===== src/rtl/pkt_capture.sv =====
// Ingress capture stage: writes MAC frames into the show-ahead FIFO and issues
// one descriptor per packet to the DMA write controller.
module pkt_capture #(
   parameter logic [31:0] BUF_BASE   = 32'h0000_0000,
   parameter logic [31:0] BUF_BYTES  = 32'h0010_0000,
   parameter int unsigned SNAP_WORDS = 384,
   parameter int unsigned FIFO_DEPTH = 512
) (
   input  logic        clk,
   input  logic        reset,
   input  logic        enable,
   input  logic [31:0] in_data,
   input  logic        in_valid,
   output logic        in_ready,
   input  logic        in_sop,
   input  logic        in_eop,
   input  logic [1:0]  in_empty,
   output logic [31:0] fifo_data,
   output logic        fifo_wrreq,
   input  logic [8:0]  fifo_usedw,
   input  logic        fifo_full,
   output logic        wr_ctrl,
   input  logic        wr_ctrl_rdy,
   output logic [31:0] control,
   output logic [31:0] pkt_begin,
   output logic [31:0] pkt_end,
   output logic [31:0] write_address,
   output logic [31:0] pkt_count,
   output logic [31:0] drop_count
);

   localparam int unsigned WCNT_W  = 10;
   localparam int unsigned FREE_W  = 11;
   localparam int unsigned BYTE_W  = 16;
   localparam logic [WCNT_W-1:0] SNAP_LIM  = WCNT_W'(SNAP_WORDS);
   localparam logic [FREE_W-1:0] SNAP_FREE = FREE_W'(SNAP_WORDS);
   localparam logic [32:0]       SNAP_SPAN = 33'(SNAP_WORDS * 4);

   typedef enum logic [2:0] {
      S_IDLE,
      S_CAPTURE,
      S_DROP,
      S_ISSUE,
      S_WAIT_RDY
   } state_e;

   state_e state_q, state_d;

   logic [WCNT_W-1:0] word_cnt_q, word_cnt_d;
   logic [BYTE_W-1:0] byte_cnt_q, byte_cnt_d;
   logic              trunc_q, trunc_d;
   logic              err_q, err_d;
   logic [31:0]       wr_offset_q, wr_offset_d;
   logic              wr_ctrl_q, wr_ctrl_d;
   logic [31:0]       control_q, control_d;
   logic [31:0]       pkt_end_q, pkt_end_d;
   logic [31:0]       write_address_q, write_address_d;
   logic [31:0]       pkt_count_q, pkt_count_d;
   logic [31:0]       drop_count_q, drop_count_d;

   logic [FREE_W-1:0] fifo_free;
   logic              has_room;
   logic              accept;
   logic [2:0]        beat_bytes;
   logic [BYTE_W:0]   byte_sum;
   logic [BYTE_W-1:0] byte_sat;
   logic [31:0]       pkt_span;
   logic [31:0]       off_sum;
   logic              off_wrap;

   // Room is judged once at SOP; a full FIFO never admits a write.
   assign fifo_free  = FREE_W'(FIFO_DEPTH) - FREE_W'(fifo_usedw);
   assign has_room   = !fifo_full && (fifo_free >= SNAP_FREE);
   assign accept     = in_valid && in_ready;
   assign beat_bytes = in_eop ? (3'd4 - {1'b0, in_empty}) : 3'd4;
   assign byte_sum   = (BYTE_W+1)'(byte_cnt_q) + (BYTE_W+1)'(beat_bytes);
   assign byte_sat   = byte_sum[BYTE_W] ? {BYTE_W{1'b1}} : byte_sum[BYTE_W-1:0];

   // Ring advance: 64-byte aligned, and wrap early if a full snap would not fit.
   assign pkt_span = (pkt_end_q + 32'd63) & ~32'd63;
   assign off_sum  = wr_offset_q + pkt_span;
   assign off_wrap = (33'(off_sum) + SNAP_SPAN) > 33'(BUF_BYTES);

   always_ff @(posedge clk or negedge reset) begin
      if (!reset) begin
         state_q <= S_IDLE;
      end else begin
         state_q <= state_d;
      end
   end

   always_comb begin
      state_d = state_q;
      unique case (state_q)
         S_IDLE: begin
            if (accept && in_sop && enable) begin
               if (has_room) begin
                  state_d = in_eop ? S_ISSUE : S_CAPTURE;
               end else if (!in_eop) begin
                  state_d = S_DROP;
               end
            end
         end
         S_CAPTURE: begin
            if (accept && (in_sop || in_eop)) begin
               state_d = S_ISSUE;
            end
         end
         S_DROP: begin
            if (accept && in_eop) begin
               state_d = S_IDLE;
            end
         end
         S_ISSUE: begin
            state_d = S_WAIT_RDY;
         end
         S_WAIT_RDY: begin
            if (wr_ctrl_rdy) begin
               state_d = S_IDLE;
            end
         end
         default: begin
            state_d = S_IDLE;
         end
      endcase
   end

   // Handshake and FIFO strobe follow the stream in the same cycle; forced low in reset.
   always_comb begin
      in_ready   = 1'b0;
      fifo_wrreq = 1'b0;
      unique case (state_q)
         S_IDLE: begin
            in_ready   = 1'b1;
            fifo_wrreq = in_valid && in_sop && enable && has_room;
         end
         S_CAPTURE: begin
            in_ready   = !fifo_full;
            fifo_wrreq = in_valid && !fifo_full && !in_sop && (word_cnt_q < SNAP_LIM);
         end
         S_DROP: begin
            in_ready = 1'b1;
         end
         default: begin
            in_ready   = 1'b0;
            fifo_wrreq = 1'b0;
         end
      endcase
      if (!reset) begin
         in_ready   = 1'b0;
         fifo_wrreq = 1'b0;
      end
      fifo_data = fifo_wrreq ? in_data : 32'd0;
   end

   always_comb begin
      word_cnt_d      = word_cnt_q;
      byte_cnt_d      = byte_cnt_q;
      trunc_d         = trunc_q;
      err_d           = err_q;
      wr_offset_d     = wr_offset_q;
      wr_ctrl_d       = 1'b0;
      control_d       = control_q;
      pkt_end_d       = pkt_end_q;
      write_address_d = write_address_q;
      pkt_count_d     = pkt_count_q;
      drop_count_d    = drop_count_q;

      unique case (state_q)
         S_IDLE: begin
            if (fifo_wrreq) begin
               word_cnt_d = WCNT_W'(1);
               byte_cnt_d = BYTE_W'(beat_bytes);
               trunc_d    = 1'b0;
               err_d      = 1'b0;
            end
            if (accept && in_sop && enable && !has_room) begin
               drop_count_d = drop_count_q + 32'd1;
            end
         end
         S_CAPTURE: begin
            if (accept) begin
               if (in_sop) begin
                  err_d = 1'b1;
               end else begin
                  byte_cnt_d = byte_sat;
                  if (word_cnt_q < SNAP_LIM) begin
                     word_cnt_d = word_cnt_q + WCNT_W'(1);
                  end else begin
                     trunc_d = 1'b1;
                  end
               end
            end
         end
         S_WAIT_RDY: begin
            if (wr_ctrl_rdy) begin
               wr_offset_d = off_wrap ? 32'd0 : off_sum;
            end
         end
         default: begin
         end
      endcase

      // Descriptor fields are latched on entry so they are valid with the pulse.
      if (state_d == S_ISSUE) begin
         wr_ctrl_d       = 1'b1;
         control_d       = {14'd0, err_d, trunc_d, byte_cnt_d};
         pkt_end_d       = 32'(word_cnt_d) << 2;
         write_address_d = BUF_BASE + wr_offset_q;
         pkt_count_d     = pkt_count_q + 32'd1;
      end
   end

   always_ff @(posedge clk or negedge reset) begin
      if (!reset) begin
         word_cnt_q      <= '0;
         byte_cnt_q      <= '0;
         trunc_q         <= 1'b0;
         err_q           <= 1'b0;
         wr_offset_q     <= '0;
         wr_ctrl_q       <= 1'b0;
         control_q       <= '0;
         pkt_end_q       <= '0;
         write_address_q <= '0;
         pkt_count_q     <= '0;
         drop_count_q    <= '0;
      end else begin
         word_cnt_q      <= word_cnt_d;
         byte_cnt_q      <= byte_cnt_d;
         trunc_q         <= trunc_d;
         err_q           <= err_d;
         wr_offset_q     <= wr_offset_d;
         wr_ctrl_q       <= wr_ctrl_d;
         control_q       <= control_d;
         pkt_end_q       <= pkt_end_d;
         write_address_q <= write_address_d;
         pkt_count_q     <= pkt_count_d;
         drop_count_q    <= drop_count_d;
      end
   end

   assign wr_ctrl       = wr_ctrl_q;
   assign control       = control_q;
   assign pkt_begin     = 32'd0;
   assign pkt_end       = pkt_end_q;
   assign write_address = write_address_q;
   assign pkt_count     = pkt_count_q;
   assign drop_count    = drop_count_q;

endmodule

===== config.mk =====
export PLATFORM = sky130hd
export DESIGN_NAME = pkt_capture
export DESIGN_NICKNAME = d
export VERILOG_FILES = /design/src/rtl/pkt_capture.sv
export SDC_FILE = /design/constraint.sdc
export NUM_CORES = 1
export LEC_CHECK = 0
export CORE_MARGIN = 4
export CORE_UTILIZATION = 49
export CTS_BUF_LIST = sky130_fd_sc_hd__clkbuf_8 sky130_fd_sc_hd__clkbuf_16
export DETAILED_ROUTE_END_ITERATION = 16
export HOLD_SLACK_MARGIN = 0.15
export PLACE_DENSITY = 0.81
export SETUP_SLACK_MARGIN = 0.2
export SYNTH_ARGS = -nofsm -noshare
export SYNTH_HDL_FRONTEND = slang
export SYNTH_SLANG_ARGS = --single-unit

===== constraint.sdc =====
create_clock -name clk -period 5.7 [get_ports clk]
set_clock_uncertainty 0.05 [all_clocks]
set_input_delay 1.14 -clock clk [delete_from_list [all_inputs] [get_ports clk]]
set_output_delay 1.14 -clock clk [all_outputs]
set_load 0.02 [all_outputs]

==> reports/results.ini, run 1 <==
[finish]
multi_input_area_um2 = 5361
stdcell_area_um2 = 12910
final_util = 0.6317
final_layout_size_suffix_gt1_frac = 0.1062
seq_area_um2 = 4404
final_nets = 1307
syn_to_final_growth_pct = 25.72
n_fill_cell = 1654

[synth]
yosysUniqueCellTypes = 86
yosysTopAreaCellShare = 0.4290
ys.flop_type = dfrtp_1
synthCells = 1048
synth.most_common_cell = dfrtp_1
synth-async-reset-ratio = 1.000
syn_avg_cell_area_um2 = 9.796
synth.largest_area_cell = dfrtp_1
synth_common_cells = 176 x dfrtp_1, 99 x nand2_1, 76 x buf_4
yosysSeqAreaShare = 0.4290
synth_warnings = 0
synth-seq-cells = 176
synthTopCellsByArea = dfrtp_1 43%, mux2_2 6.1%, xnor2_1 5.7%
netlist_area_um2 = 10270
synth-edff-count = 0

[setup_path]
r2r_cells = 17
worstPathRequired_ns = 5.99
critPathLaunchType = flip-flop
crit_path_end_kind = flip-flop
cp.arrival_ns = 5.52
worstSetupStartpoint = pkt_end[5]
worstPathMaxFanout = 10
worstSetupPathType = reg -> reg
timing.rr.start = pkt_end[5]

[cts]
cts_tree = yes
clock-sinks = 176
cts.path.max_buffers = 2
hold_buffers = 0
cts_resized = 1
cts_buffers = 17
cts_max_level = 4
root_buffer = clkbuf_16
clk_pin_slew_worst_paths_ns = 0.07
insertion_delay_ns = 0.43
postCtsSetupBuffers = 0

[route]
routed_wl_um = 25610
routed_via_density = 5.561
drc = 0
ant_nets = 0
dr_total_vias = 8469
first_pass_iters = 5
drtIter0Drc = 502
wl_per_cell_um = 16.82

[sta]
hold_viol_final = 0
relSlewSlack = 0.4647
fmaxAchievable_ghz = 0.1913
fin_setup_tns_ns = 0
setup_slack_ns = 0.4731
rsz0062_at_grt = false
worst_slew_pin_slew_ns = 0.8029
post-route-period-util = 0.9170
setup_viol = 0
slew_violations = 0
fin_crit_ns = 5.227

[floorplanning]
dieWidth_um = 152.7
die_h_um = 152.7
rows = 52
initial_core_util = 0.5025
io_pins = 278
core_um2 = 20430
fp.dieArea_um2 = 23330

[global_route]
globalRouteTotalUtil = 0.2166
grt_pass1_vias = 8206
grt_max_degree = 65
antenna_found_initial = 1
gr-total-overflow = 0
grt_first_pass_wirelength_um = 41800

[min_path]
hold_depth = 1
hold_class = reg -> reg
hold_start = pkt_count[31]

[placed_design]
gp_congestion = 0.9564
place_ws_ns = 0.2073
numPortBuffers = 203
dp_hpwl_um = 19000
placed_area_um2 = 12260

[power_and_ir_drop]
p_per_area_nw_per_um2 = 243.8
power_w = 0.003146
p_leak_nw = 5.640
ir_drop_uv = 199.5

[run]
drv_cap = 0

[status]
outcome = complete, no violations

==> layout by cell type, fill, tap and decap left out, drive strengths merged, types with 20 or more instances in the layout <==
| master | netlist | routed |
|---|---|---|
| a21oi | 26 | 26 |
| and2 | 59 | 59 |
| clkdlybuf4s50 | 0 | 202 |
| conb | 1 | 74 |
| dfrtp | 176 | 176 |
| inv | 21 | 27 |
| mux2 | 56 | 56 |
| nand2 | 99 | 99 |
| nand3 | 59 | 59 |
| nand4 | 26 | 26 |
| nor2 | 64 | 64 |
| nor3 | 20 | 20 |
| o21ai | 53 | 53 |
| xnor2 | 67 | 67 |
| xor2 | 27 | 27 |
==> routing by layer <==
layer | vias up | GRT usage | part of all wire
met2 | 340 | 0.3640 | 0.49
met1 | 4152 | 0.2776 | 0.42
met4 | 0 | 0.06831 | 0.019
met5 | - | 0 | 0
met3 | 36 | 0.05283 | 0.075
li1 | 3941 | - | -
==> stage by stage <==
step | std cells | hold slack, ns
2_1_floorplan | 1121 | 0.3862
3_3_place_gp | 1490 | 0.4123
3_5_place_dp | 1490 | 0.4166
4_1_cts | 1522 | 0.4263
5_1_grt | 1523 | 0.4296
6_report | 1523 | 0.4187
==> cell families after synthesis <==
kind of cell,after synthesis,share of synthesized area
buffers and inverters,136,0.08056
other,1,0.0003653
XOR/XNOR,94,0.08020
flip-flops,176,0.4290
AND/OR/NAND/NOR,394,0.2021
adder cells (fa/ha/maj),17,0.02218
AO/OA/AOI/OAI,171,0.1213
multiplexers,59,0.06435
==> flip-flops by register name, indices dropped and copies added, names as in the netlist <==
name / flops
wr_ctrl: 1
write_address: 26
control: 18
byte_cnt_q: 16
drop_count: 32
err_q: 1
trunc_q: 1
state_q: 3
pkt_count: 32
wr_offset_q: 26
word_cnt_q: 10
pkt_end: 10
==> critical path: stages (launching register included) <==
cell	delay, ns
dfrtp_1	0.39
or4_1	0.55
and2_1	0.24
nand4_1	0.15
nor2_1	0.08
and2_1	0.16
ha_1	0.39
a21o_1	0.29
a211oi_4	0.33
a21oi_2	0.13
a2111oi_4	0.45
and4bb_2	0.40
nand3_1	0.12
xnor2_1	0.17
nor4_2	0.32
nand3_1	0.14
or4b_4	0.62
o31ai_4	0.19
==> cell type report <==
type / count / share of cell area
clock inverter: 13 / 0.01183
multi-input combinational: 809 / 0.4154
timing repair buffer: 214 / 0.1639
clock buffer: 19 / 0.03509
antenna: 1 / 0.0001939
tap: 270 / 0.02618
sequential: 176 / 0.3413
inverter: 21 / 0.006108
==> power breakdown <==
part           switching [W]  internal, W  leakage (nW)
clock               0.000531     0.000681         0.302
sequential         0.0000825      0.00132          2.42
combinational       0.000310     0.000221          2.92
total               0.000923      0.00222          5.64
==> final timing paths <==
| check | endpoint | slack [ns] |
|---|---|---|
| max | wr_offset_q[11] | 0.47 |
| min | pkt_count[31] | 0.42 |
| max reg2reg | wr_offset_q[11] | 0.47 |
| min reg2reg | pkt_count[31] | 0.42 |
| max in group asynchronous | drop_count[12] | 3.78 |
| min in group asynchronous | pkt_count[16] | 0.61 |
No activity file was read; power rests on OpenSTA's default activity.
==> inputs of run 2 (changes only) <==
--- a/config.mk
+++ b/config.mk
@@ -5,6 +5,7 @@
 export SDC_FILE = /design/constraint.sdc
 export NUM_CORES = 1
 export LEC_CHECK = 0
+export CAP_MARGIN = 0
 export CORE_MARGIN = 4
 export CORE_UTILIZATION = 49
 export CTS_BUF_LIST = sky130_fd_sc_hd__clkbuf_8 sky130_fd_sc_hd__clkbuf_16
==> results of run 2 <==
No change in the layout: final DEF, timing and power equal those of run 1.
